===== src/rtl/signal_edge_driver.sv =====
// Turns single-cycle rise/fall request pulses into a registered level with
// enforced minimum high/low times, one queued edge, and a drop indicator.
module signal_edge_driver #(
   parameter int MIN_HIGH = 4,
   parameter int MIN_LOW  = 4,
   parameter int CNT_W    = 8
) (
   input  logic        clock,
   input  logic        reset,
   input  logic        rise_req,
   input  logic        fall_req,
   output logic        signal_out,
   output logic        busy,
   output logic        dropped,
   output logic [15:0] edge_count
);

   typedef enum logic [1:0] {
      LOW_IDLE  = 2'b00,
      LOW_HOLD  = 2'b01,
      HIGH_IDLE = 2'b10,
      HIGH_HOLD = 2'b11
   } state_t;

   localparam logic [CNT_W-1:0] HIGH_RELOAD = CNT_W'(MIN_HIGH - 1);
   localparam logic [CNT_W-1:0] LOW_RELOAD  = CNT_W'(MIN_LOW - 1);

   state_t           state_q, state_d;
   logic [CNT_W-1:0] cnt_q, cnt_d;
   logic             pending_q, pending_d;
   logic             out_q, out_d;
   logic             dropped_q, dropped_d;
   logic [15:0]      edge_q, edge_d;

   logic opp_req, same_req, eff_pending, fire;

   // When both requests arrive together only the opposite one is honoured.
   assign opp_req  = out_q ? fall_req : rise_req;
   assign same_req = (out_q ? rise_req : fall_req) & ~opp_req;

   always_comb begin
      state_d     = state_q;
      cnt_d       = cnt_q;
      pending_d   = pending_q;
      out_d       = out_q;
      dropped_d   = 1'b0;
      edge_d      = edge_q;
      fire        = 1'b0;
      eff_pending = 1'b0;

      case (state_q)
         LOW_IDLE, HIGH_IDLE: begin
            if (opp_req) begin
               fire = 1'b1;
            end else if (same_req) begin
               dropped_d = 1'b1;
            end
         end
         default: begin
            // A same-level request cancels a queued edge rather than being dropped.
            eff_pending = (pending_q & ~same_req) | opp_req;
            dropped_d   = (opp_req & pending_q) | (same_req & ~pending_q);
            if (cnt_q == '0) begin
               if (eff_pending) begin
                  fire = 1'b1;
               end else begin
                  state_d   = out_q ? HIGH_IDLE : LOW_IDLE;
                  pending_d = 1'b0;
               end
            end else begin
               cnt_d     = cnt_q - 1'b1;
               pending_d = eff_pending;
            end
         end
      endcase

      if (fire) begin
         out_d     = ~out_q;
         cnt_d     = out_q ? LOW_RELOAD : HIGH_RELOAD;
         state_d   = out_q ? LOW_HOLD : HIGH_HOLD;
         pending_d = 1'b0;
         edge_d    = edge_q + 16'd1;
      end
   end

   always_ff @(posedge clock) begin
      if (reset) begin
         state_q   <= LOW_IDLE;
         cnt_q     <= '0;
         pending_q <= 1'b0;
         out_q     <= 1'b0;
         dropped_q <= 1'b0;
         edge_q    <= 16'd0;
      end else begin
         state_q   <= state_d;
         cnt_q     <= cnt_d;
         pending_q <= pending_d;
         out_q     <= out_d;
         dropped_q <= dropped_d;
         edge_q    <= edge_d;
      end
   end

   assign signal_out = out_q;
   assign busy       = (state_q == LOW_HOLD) | (state_q == HIGH_HOLD) | pending_q;
   assign dropped    = dropped_q;
   assign edge_count = edge_q;

endmodule


===== config.mk =====
export PLATFORM = sky130hd
export DESIGN_NAME = signal_edge_driver
export DESIGN_NICKNAME = d
export VERILOG_FILES = /design/src/rtl/signal_edge_driver.sv
export SDC_FILE = /design/constraint.sdc
export NUM_CORES = 1
export LEC_CHECK = 0
export CORE_MARGIN = 2
export CORE_UTILIZATION = 24
export CTS_CLUSTER_DIAMETER = 60
export DETAILED_ROUTE_END_ITERATION = 10
export GPL_TIMING_DRIVEN = 0
export SYNTH_ARGS = -nofsm -noshare
export SYNTH_HDL_FRONTEND = slang
export SYNTH_SLANG_ARGS = --single-unit

===== constraint.sdc =====
create_clock -name clock -period 2.4 [get_ports clock]
set_input_delay 0.48 -clock clock [delete_from_list [all_inputs] [get_ports clock]]
set_output_delay 0.48 -clock clock [all_outputs]
set_load 0.02 [all_outputs]

==> Yosys cells after proc, flatten, opt, wreduce, memory -nomap -nowiden <==
Cells that the tools add are included.
{ "totals": {"regBits": 29, "latch_bits": 0, "ram_bits": 0, "rom_bits": 0, "inputBits": 4, "out_inout_bits": 19, "word_cells": 59, "mem_count": 0} }
{ "classes": {"n_addsub": 2, "n_mul": 0, "div_mod_pow": 0, "magnitude_cmp": 0, "eq_ne": 7, "n_shift": 0, "mux": 20, "bitwise_logic": 14, "n_reduce_logical": 9} }
{ "ops": {"columns": ["op", "n"], "rows": [
  ["2-bit two-way mux", 9],
  ["16-bit by 1-bit adder with 16-bit output (second input constant)", 1],
  ["1-bit two-way mux", 11],
  ["8-bit logical NOT", 1],
  ["2-bit inequality test (second input constant)", 4],
  ["8-bit by 1-bit subtractor with 8-bit output (second input constant)", 1],
  ["1-bit inverter", 6],
  ["2-bit AND reduction", 3],
  ["1-bit bitwise AND", 4],
  ["2-bit == test (second input constant)", 2],
  ["1-bit bitwise OR", 4],
  ["2-bit OR reduction", 2],
  ["3-bit AND reduction", 1],
  ["2-bit by 1-bit == test with 1-bit output (second input constant)", 1],
  ["2-bit logical NOT", 1],
  ["2-bit nonzero test", 1]
]} }

==> Longest topological paths before layout <==
Gate-level depths: netlist of run 1.
{ "logic_depth": {"word_depth": 11, "depth_mapped": 7, "depth_no_buf": 6} }

==> Worst setup path after synthesis of run 1 <==
No wires, ideal clock.
{ "synth_path": {"path_type": "register to register", "from": "register cnt_q[2]", "to": "register edge_q[15], in the netlist edge_count[15]", "arrival_time_ns": 1.989, "required_ns": 2.277, "slack_ns": 0.287, "path_stages_with_launch": 7, "path_cell_list": "dfxtp_1 -> or4_1 -> buf_2 -> o22a_4 -> buf_6 -> nor4_1 -> mux2_1"} }
{ "synth_between": {"elab_chain_cells": 3} }
{ "synth_lines": {"columns": ["element", "line", "text"], "rows": [
  ["start: declaration", "29", "logic [CNT_W-1:0] cnt_q, cnt_d;"],
  ["start signal: assignment", "96", "cnt_q <= cnt_d;"],
  ["8-bit logical NOT", "63", "if (cnt_q == '0) begin"],
  ["1-bit two-way mux", "63", null],
  ["1-bit two-way mux", "51", "case (state_q)"],
  ["end signal: assignment", "100", "edge_q <= edge_d;"],
  ["end: declaration", "33", "logic [15:0] edge_q, edge_d;"]
]} }
No other way between the ends.
A chain may end at the register's enable or synchronous reset.

==> Worst setup path in the final report of run 1 <==
{ "layout_path": {"from": "register cnt_q[2]", "to": "register edge_q[14], in the netlist edge_count[14]"} }
The elaborated chain is that of the path after synthesis.

==> flow_summary.json, run 1 <==
{
  "fp.dieH_um": 84.40,
  "tns_ns": 0,
  "synth_edf_count": 0,
  "max_freq_ghz": 0.4380,
  "setup_slack_ns": 0.1168,
  "antenna_found_initial": 0,
  "p_per_area_nw_per_um2": 956.2,
  "routed_wl_um": 3635,
  "cts_max_level": 1,
  "reg2reg_from": "cnt_q[2]",
  "rrSetupSlack_ns": 0.12,
  "min_path_type": "reg2reg",
  "antenna_cells": 0,
  "avgViaCountPerCell": 5.136,
  "tritoncts": "yes",
  "ys_seq_elements": 28,
  "fillerInstances": 700,
  "rsz0062_at_grt": "no",
  "gr-usage-all-layers_pct": 10.29,
  "synth_fp_nets": 185,
  "grt_start_max_net_pins": 16,
  "critPathTopFamily": "simple AND/OR/NAND/NOR gates",
  "die_w_um": 84.40,
  "drive_gt1_share_pct": 7.882,
  "io_pins": 23,
  "nets": 211,
  "cp-end-kind": "flip-flop",
  "worst-r2r-cell-count": 6,
  "initial_core_util_pct": 24.57,
  "cp-start-kind": "flip-flop",
  "synth-async-reset-ratio_pct": 0,
  "dieArea_um2": 7123,
  "coreArea_um2": 6314,
  "ctsLongestPathBuffers": 2,
  "ant_nets": 0,
  "dp_hpwl_um": 2495,
  "drtIter0Drc": 32,
  "rows": 29,
  "cp_cell_sequence": "or4_1 -> buf_2 -> o22a_4 -> buf_6 -> nor4_1 -> mux2_1",
  "p_leak_nw": 0.6494,
  "clk_pin_slew_worst_paths_ns": 0.10,
  "slew_headroom_pct": 65.14,
  "grt_pass1_wl_um": 6175,
  "min_period_over_period_pct": 95.13,
  "max_slew.worst_pin.slew_ns": 0.5210,
  "register_area_um2": 560.5,
  "place_ws_ns": -0.5020,
  "multi_input_area_um2": 929.6,
  "syn_area_um2": 1551,
  "crit_type": "reg2reg",
  "clk_latency_ns": 0.28,
  "critical_path.max_fanout": 10,
  "seq_area_frac_synth_pct": 36.13,
  "status": "completed",
  "cts_made_buffers": 3,
  "fin_util_pct": 30.54,
  "wl_per_cell_um": 12.98,
  "cts.sink_count": 28,
  "crit_path_max_incr_delay_ns": 0.52,
  "dr.pass1.iters": 4,
  "synth_flop_cell": "dfxtp_1",
  "grt_pass1_vias": 1326,
  "hold_buffers": 0,
  "min_to": "cnt_q[1]",
  "vias": 1438,
  "hold_path.startpoint": "cnt_q[1]",
  "crit_required_ns": 2.57,
  "crit_arrival_ns": 2.46,
  "syn_to_final_growth_pct": 24.27,
  "maxCapViolCount": 0,
  "report.final.slew_viol_count": 0,
  "route.detailed.drc": 0,
  "period_minus_slack_ns": 2.283,
  "clockRootBuffer": "clkbuf_8",
  "synth_cells": 178,
  "crit_buf_inv": 2,
  "ys_types": 42,
  "grt_overflow": 0,
  "reg2reg_to": "edge_count[14]",
  "yosysWarnings": 0,
  "routabilityCongestion": 0.8177,
  "setup_violations": 0,
  "clock_skew_ns": 0.003567,
  "cp_slowest_cell": "or4_1",
  "numPortBuffers": 21,
  "hold_depth": 2,
  "hold_violations": 0,
  "max-vdd-ir-drop_uv": 474.5,
  "syn_area_per_cell_um2": 8.716
}
synthesized netlist by cell type (2+ instances only):
cell / count / area share (%)
mux2_1: 9 / 6.5
nor2_1: 14 / 3.4
or3_1: 2 / 0.81
a21oi_1: 8 / 2.6
o211ai_1: 2 / 0.97
nor2b_1: 13 / 5.2
clkbuf_1: 10 / 2.4
nand3_1: 8 / 2.6
or4_1: 5 / 2.4
nor4b_1: 2 / 1.1
nand4_1: 2 / 0.81
xor2_1: 6 / 3.4
a311oi_1: 2 / 1.1
dfxtp_1: 28 / 36
o31ai_1: 4 / 1.9
ha_1: 3 / 2.4
or2_2: 2 / 0.81
inv_1: 4 / 0.97
nand3b_1: 2 / 0.97
nand2b_1: 2 / 0.81
and4_1: 3 / 1.7
o2111ai_1: 3 / 1.7
nor3_1: 8 / 2.6
nand2_1: 7 / 1.7
o21ai_0: 4 / 1.3
nor4_1: 9 / 3.6
layer usage:
metal  routed length [um]  GRT usage (%)
met5                    0              0
met2                 1571          16.02
met3                  155          2.852
met4                    0          1.299
met1                 1908          14.66
registers in the layout (all words and copies together), names as in the netlist:
signal / cells
edge_count: 16
cnt_q: 8
dropped: 1
pending_q: 1
signal_out: 1
state_q: 1
layout by cell type, fill, tap and decap left out, types with 3 or more instances in the layout:
| cell type | n |
|---|---|
| a21oi_1 | 8 |
| and4_1 | 3 |
| clkbuf_1 | 7 |
| clkbuf_2 | 3 |
| clkbuf_8 | 4 |
| clkdlybuf4s50_1 | 21 |
| dfxtp_1 | 28 |
| ha_1 | 3 |
| inv_1 | 4 |
| mux2_1 | 9 |
| nand2_1 | 7 |
| nand3_1 | 8 |
| nor2_1 | 14 |
| nor2b_1 | 13 |
| nor3_1 | 8 |
| nor4_1 | 9 |
| o2111ai_1 | 3 |
| o21ai_0 | 4 |
| o31ai_1 | 4 |
| or4_1 | 5 |
| xor2_1 | 6 |
worst min-delay path, delay by kind of cell (launching register included):
kind | cells | cell delay (ns)
DFF | 1 | 0.36
and+or+nand+nor | 1 | 0.07
AOI/OAI and AO/OA | 1 | 0.07
power by group:
group	internal (W)	leakage [nW]	total (W)	switching, W
clock	0.000147	0.0288	0.000302	0.000155
sequential	0.000545	0.227	0.000647	0.000102
combinational	0.000373	0.393	0.000894	0.000521
total	0.00107	0.649	0.00184	0.000778
stage by stage:
| stage | std cells | hold WS (ns) | area [um2] | total power, W |
|---|---|---|---|---|
| after floorplan | 178 | 0.4939 | 1551 | 0.001287 |
| after detailed placement | 276 | 0.5149 | 1858 | 0.001525 |
| final | 280 | 0.5324 | 1928 | 0.001844 |
| after CTS | 280 | 0.5350 | 1926 | 0.001847 |
| after global routing | 280 | 0.5763 | 1928 | 0.001981 |
| after global placement | 276 | 0.5080 | 1858 | 0.001514 |
logic make-up after synthesis:
| logic type | count (synthesis) | synth area share, % |
|---|---|---|
| AOI/OAI and AO/OA | 29 | 13.71 |
| xor gates and xnor gates | 7 | 3.952 |
| adders and majority gates | 3 | 2.420 |
| buffers and inverters | 17 | 4.677 |
| DFF | 28 | 36.13 |
| muxes | 11 | 7.903 |
| and+or+nand+nor | 83 | 31.21 |
worst max-delay path by stage:
stage | from | endpoint | cells after the start
after floorplan | cnt_q[2] | edge_count[15] | 6
after global placement | fall_req | signal_out | 7
after detailed placement | fall_req | edge_count[1] | 7
after CTS | state_q[0] | busy | 3
after global routing | cnt_q[0] | edge_count[13] | 7
final | cnt_q[2] | edge_count[14] | 6
final cells by class:
cell class / instances / share of cell area (%)
buffer: 13 / 3.180
multi-input combinational: 133 / 48.22
sequential: 28 / 29.07
timing repair buffer: 21 / 10.90
clock buffer: 4 / 2.855
inverter: 4 / 0.7787
tap: 77 / 4.997
repair_timing:
item | 4_1_cts | 5_1_grt
setup endpoints to repair | 15 | 9
gates resized for setup | 2 | 4
setup buffers | 0 | 0
Note: power is estimated with default switching activity, not from simulation.
==> inputs of run 2 (changes only) <==
CTS_CLUSTER_DIAMETER = unset   (was 60)
==> results of run 2 <==
No change in the layout: final DEF, timing and power equal those of run 1.
==> inputs of run 3 (changes only) <==
CTS_CLUSTER_SIZE = 30   (was unset)
HOLD_SLACK_MARGIN = 0.15   (was unset)
==> results of run 3 <==
No change in the layout: final DEF, timing and power equal those of run 1.
==> patch (settings of run 1) <==
Encoding of `state_t`: now one-hot (4 bits for 4 states).
--- a/src/rtl/signal_edge_driver.sv
+++ b/src/rtl/signal_edge_driver.sv
@@ -15,11 +15,11 @@
    output logic [15:0] edge_count
 );
 
-   typedef enum logic [1:0] {
-      LOW_IDLE  = 2'b00,
-      LOW_HOLD  = 2'b01,
-      HIGH_IDLE = 2'b10,
-      HIGH_HOLD = 2'b11
+   typedef enum logic [3:0] {
+      LOW_IDLE  = 4'b0001,
+      LOW_HOLD  = 4'b0010,
+      HIGH_IDLE = 4'b0100,
+      HIGH_HOLD = 4'b1000
    } state_t;
 
    localparam logic [CNT_W-1:0] HIGH_RELOAD = CNT_W'(MIN_HIGH - 1);
Function: no difference found for any inputs over 10 cycles, from zero or initial values and one cycle with reset high; not proved beyond that.
==> patch against run 1 <==
Sequential share of layout area grew 1.6 points; cell area grew 4.9%; wire length grew 3.6%; first-iteration DRC count grew 100%; synthesized cell count grew 5.1%; critical endpoint unchanged; total power grew 35%; highest routed layer is now met4; global-route usage grew 0.72 points; final cell count grew 4.3%; sequential cell count grew 3; area after synthesis grew 3.5%; via count grew 0.35%; setup slack gained 61 ps.
==> patch: results (changes against run 1) <==
Outcome
  – Status: complete, no violations

Finish
  – Share of cells above drive strength 1: 0.107 (+0.0282)
  – # fillers: 655 (-6.4%)
  – Area of the multi-input gates: 922 um2 (-0.81%)
  – Antenna diodes: 0 (unchanged)
  – Final net count: 223 (+5.7%)

Critical path
  – Crit path capture: edge_count[14]
  – Reg2reg start: cnt_q[0]
  – Delay of the slowest critical-path stage: 370 ps (-150 ps)
  – WS Path Type: flip-flop to flip-flop
  – FF-to-FF path depth: 9 (+3)
  – WP data arrival: 2430 ps (-30 ps)
  – CP max-delay cell: a221o_1

Place
  – Dpl hpwl: 2.68 mm (+7.4%)
  – Pre-CTS WS: -389 ps (+113 ps)
  – Routability Congestion: 0.817 (about the same)
  – DP Area: 0.00191 mm2 (+2.9%)
  – # port buffers: 21 (unchanged)

Global routing
  – First-pass GRT wire length: 6.39 mm (+3.5%)
  – All-Layer GR Usage: 0.110 (+0.00717)
  – Vias in the first global route: 1369 (+3.2%)
  – Largest net degree at the start of global routing: 11 (-5)
  – Initial antenna violation count: 0 (unchanged)

Detailed routing
  – Starting DRT DRC Count: 64 (+100%)
  – Met2 WL post-DR: 1.67 mm (+6.6%)
  – Routed wire length: 3.77 mm (+3.6%)
  – Vias per cell: 4.94 (-3.8%)
  – First-pass detailed-route iteration total: 6 (+2)
  – Met3 Wirelength: 151 um (-2.6%)
  – Post-Route M1 WL: 1.86 mm (-2.5%)
  – Top layer in use: met4

Clocking
  – Total setup buffers inserted after CTS: 1 (+1)
  – Number of CTS-inserted buffers: 5 (+2)
  – Resized Gates After CTS: 1 (-1)
  – CTS H-tree lvls: 2 (+1)
  – Clk root buf: clkbuf_8
  – Clock transition at path regs: 60 ps (-40 ps)
  – Longest Clk Path Bufs: 2 (unchanged)

STA
  – Final setup margin: 178 ps (+61.1 ps)
  – Final Hold Viols: 0 (unchanged)
  – Worst-Margin Slew: 519 ps (-1.90 ps)
  – Clock Skews: 4.79 ps (+1.23 ps)

Yosys
  – Commonest cells in the netlist: dfxtp_1 (31), nor2_1 (20), a21oi_1 (15)
  – Yosys warning count: 0 (unchanged)
  – Commonest register cell after synthesis: dfxtp_1
  – Netlist cell types: 47 (+12%)
  – Synth top area cells: dfxtp_1 (39%), a21oi_1 (4.7%), nor2_1 (4.7%), or3_1 (3.9%), mux2i_1 (3.7%)
  – Register area share after synthesis: 0.387 (+0.0253)
  – Async S/R FF share, synth: 0 (unchanged)

Min path
  – Hold Startpoint: edge_count[15]
  – Hold Path Class: flip-flop to flip-flop

Power and ir drop
  – Worst IR drop on VDD: 0.566 mV (+19%)
  – Leakage power figure: 0.713 nW (+9.8%)
  – Sw frac: 0.427 (+0.00519)
-- patch: routing by layer --
layer,vias up,global-route usage
met5,-,0
met4,0,0.0563
met3,7,0.0250
met2,31,0.165
met1,673,0.147
li1,732,-
-- patch: cells by family (layout without fill, tap and decap cells) --
family	count (synthesis)	in the layout	share of synthesized area
DFF	31	31	0.387
adders and majority gates	3	3	0.0234
xor gates and xnor gates	10	10	0.0546
buffers and inverters	17	45	0.0538
AOI/OAI and AO/OA	47	47	0.189
and+or+nand+nor	72	72	0.249
muxes	7	7	0.0444
-- patch: worst min path at each step --
| stage | end | slack, ps | cells after the start |
|---|---|---|---|
| 6_report | edge_count[15] | 490 | 2 |
| 5_1_grt | edge_count[15] | 520 | 2 |
| 4_1_cts | edge_count[15] | 500 | 2 |
| 3_5_place_dp | edge_count[15] | 490 | 2 |
| 3_3_place_gp | edge_count[15] | 470 | 2 |
| 2_1_floorplan | cnt_q[0] | 490 | 2 |
-- patch: layout make-up --
class                   count  share of cell area
plain buffers              10              0.0303
well taps                  77              0.0476
inverters                   7              0.0130
repair buffers             22               0.110
clock buffers               6              0.0359
multi-input cells         139               0.456
flip-flops and latches     31               0.307
-- patch: power by group through the flow --
stage | Clock [mW] | Sequential (mW) | Combinational (mW)
after detailed placement | 0 | 0.767 | 1.29
after global placement | 0 | 0.768 | 1.28
after CTS | 0.383 | 0.760 | 1.32
after floorplan | 0 | 0.777 | 0.977
after global routing | 0.407 | 0.784 | 1.51
final | 0.375 | 0.762 | 1.35
-- patch: per-stage QoR --
| step | instances | hold WS [ps] | power, mW |
|---|---|---|---|
| finish | 292 | 491 | 2.48 |
| global placement | 285 | 473 | 2.05 |
| global route | 292 | 522 | 2.70 |
| detailed placement | 285 | 489 | 2.06 |
| CTS | 292 | 498 | 2.47 |
| floorplan | 187 | 494 | 1.75 |
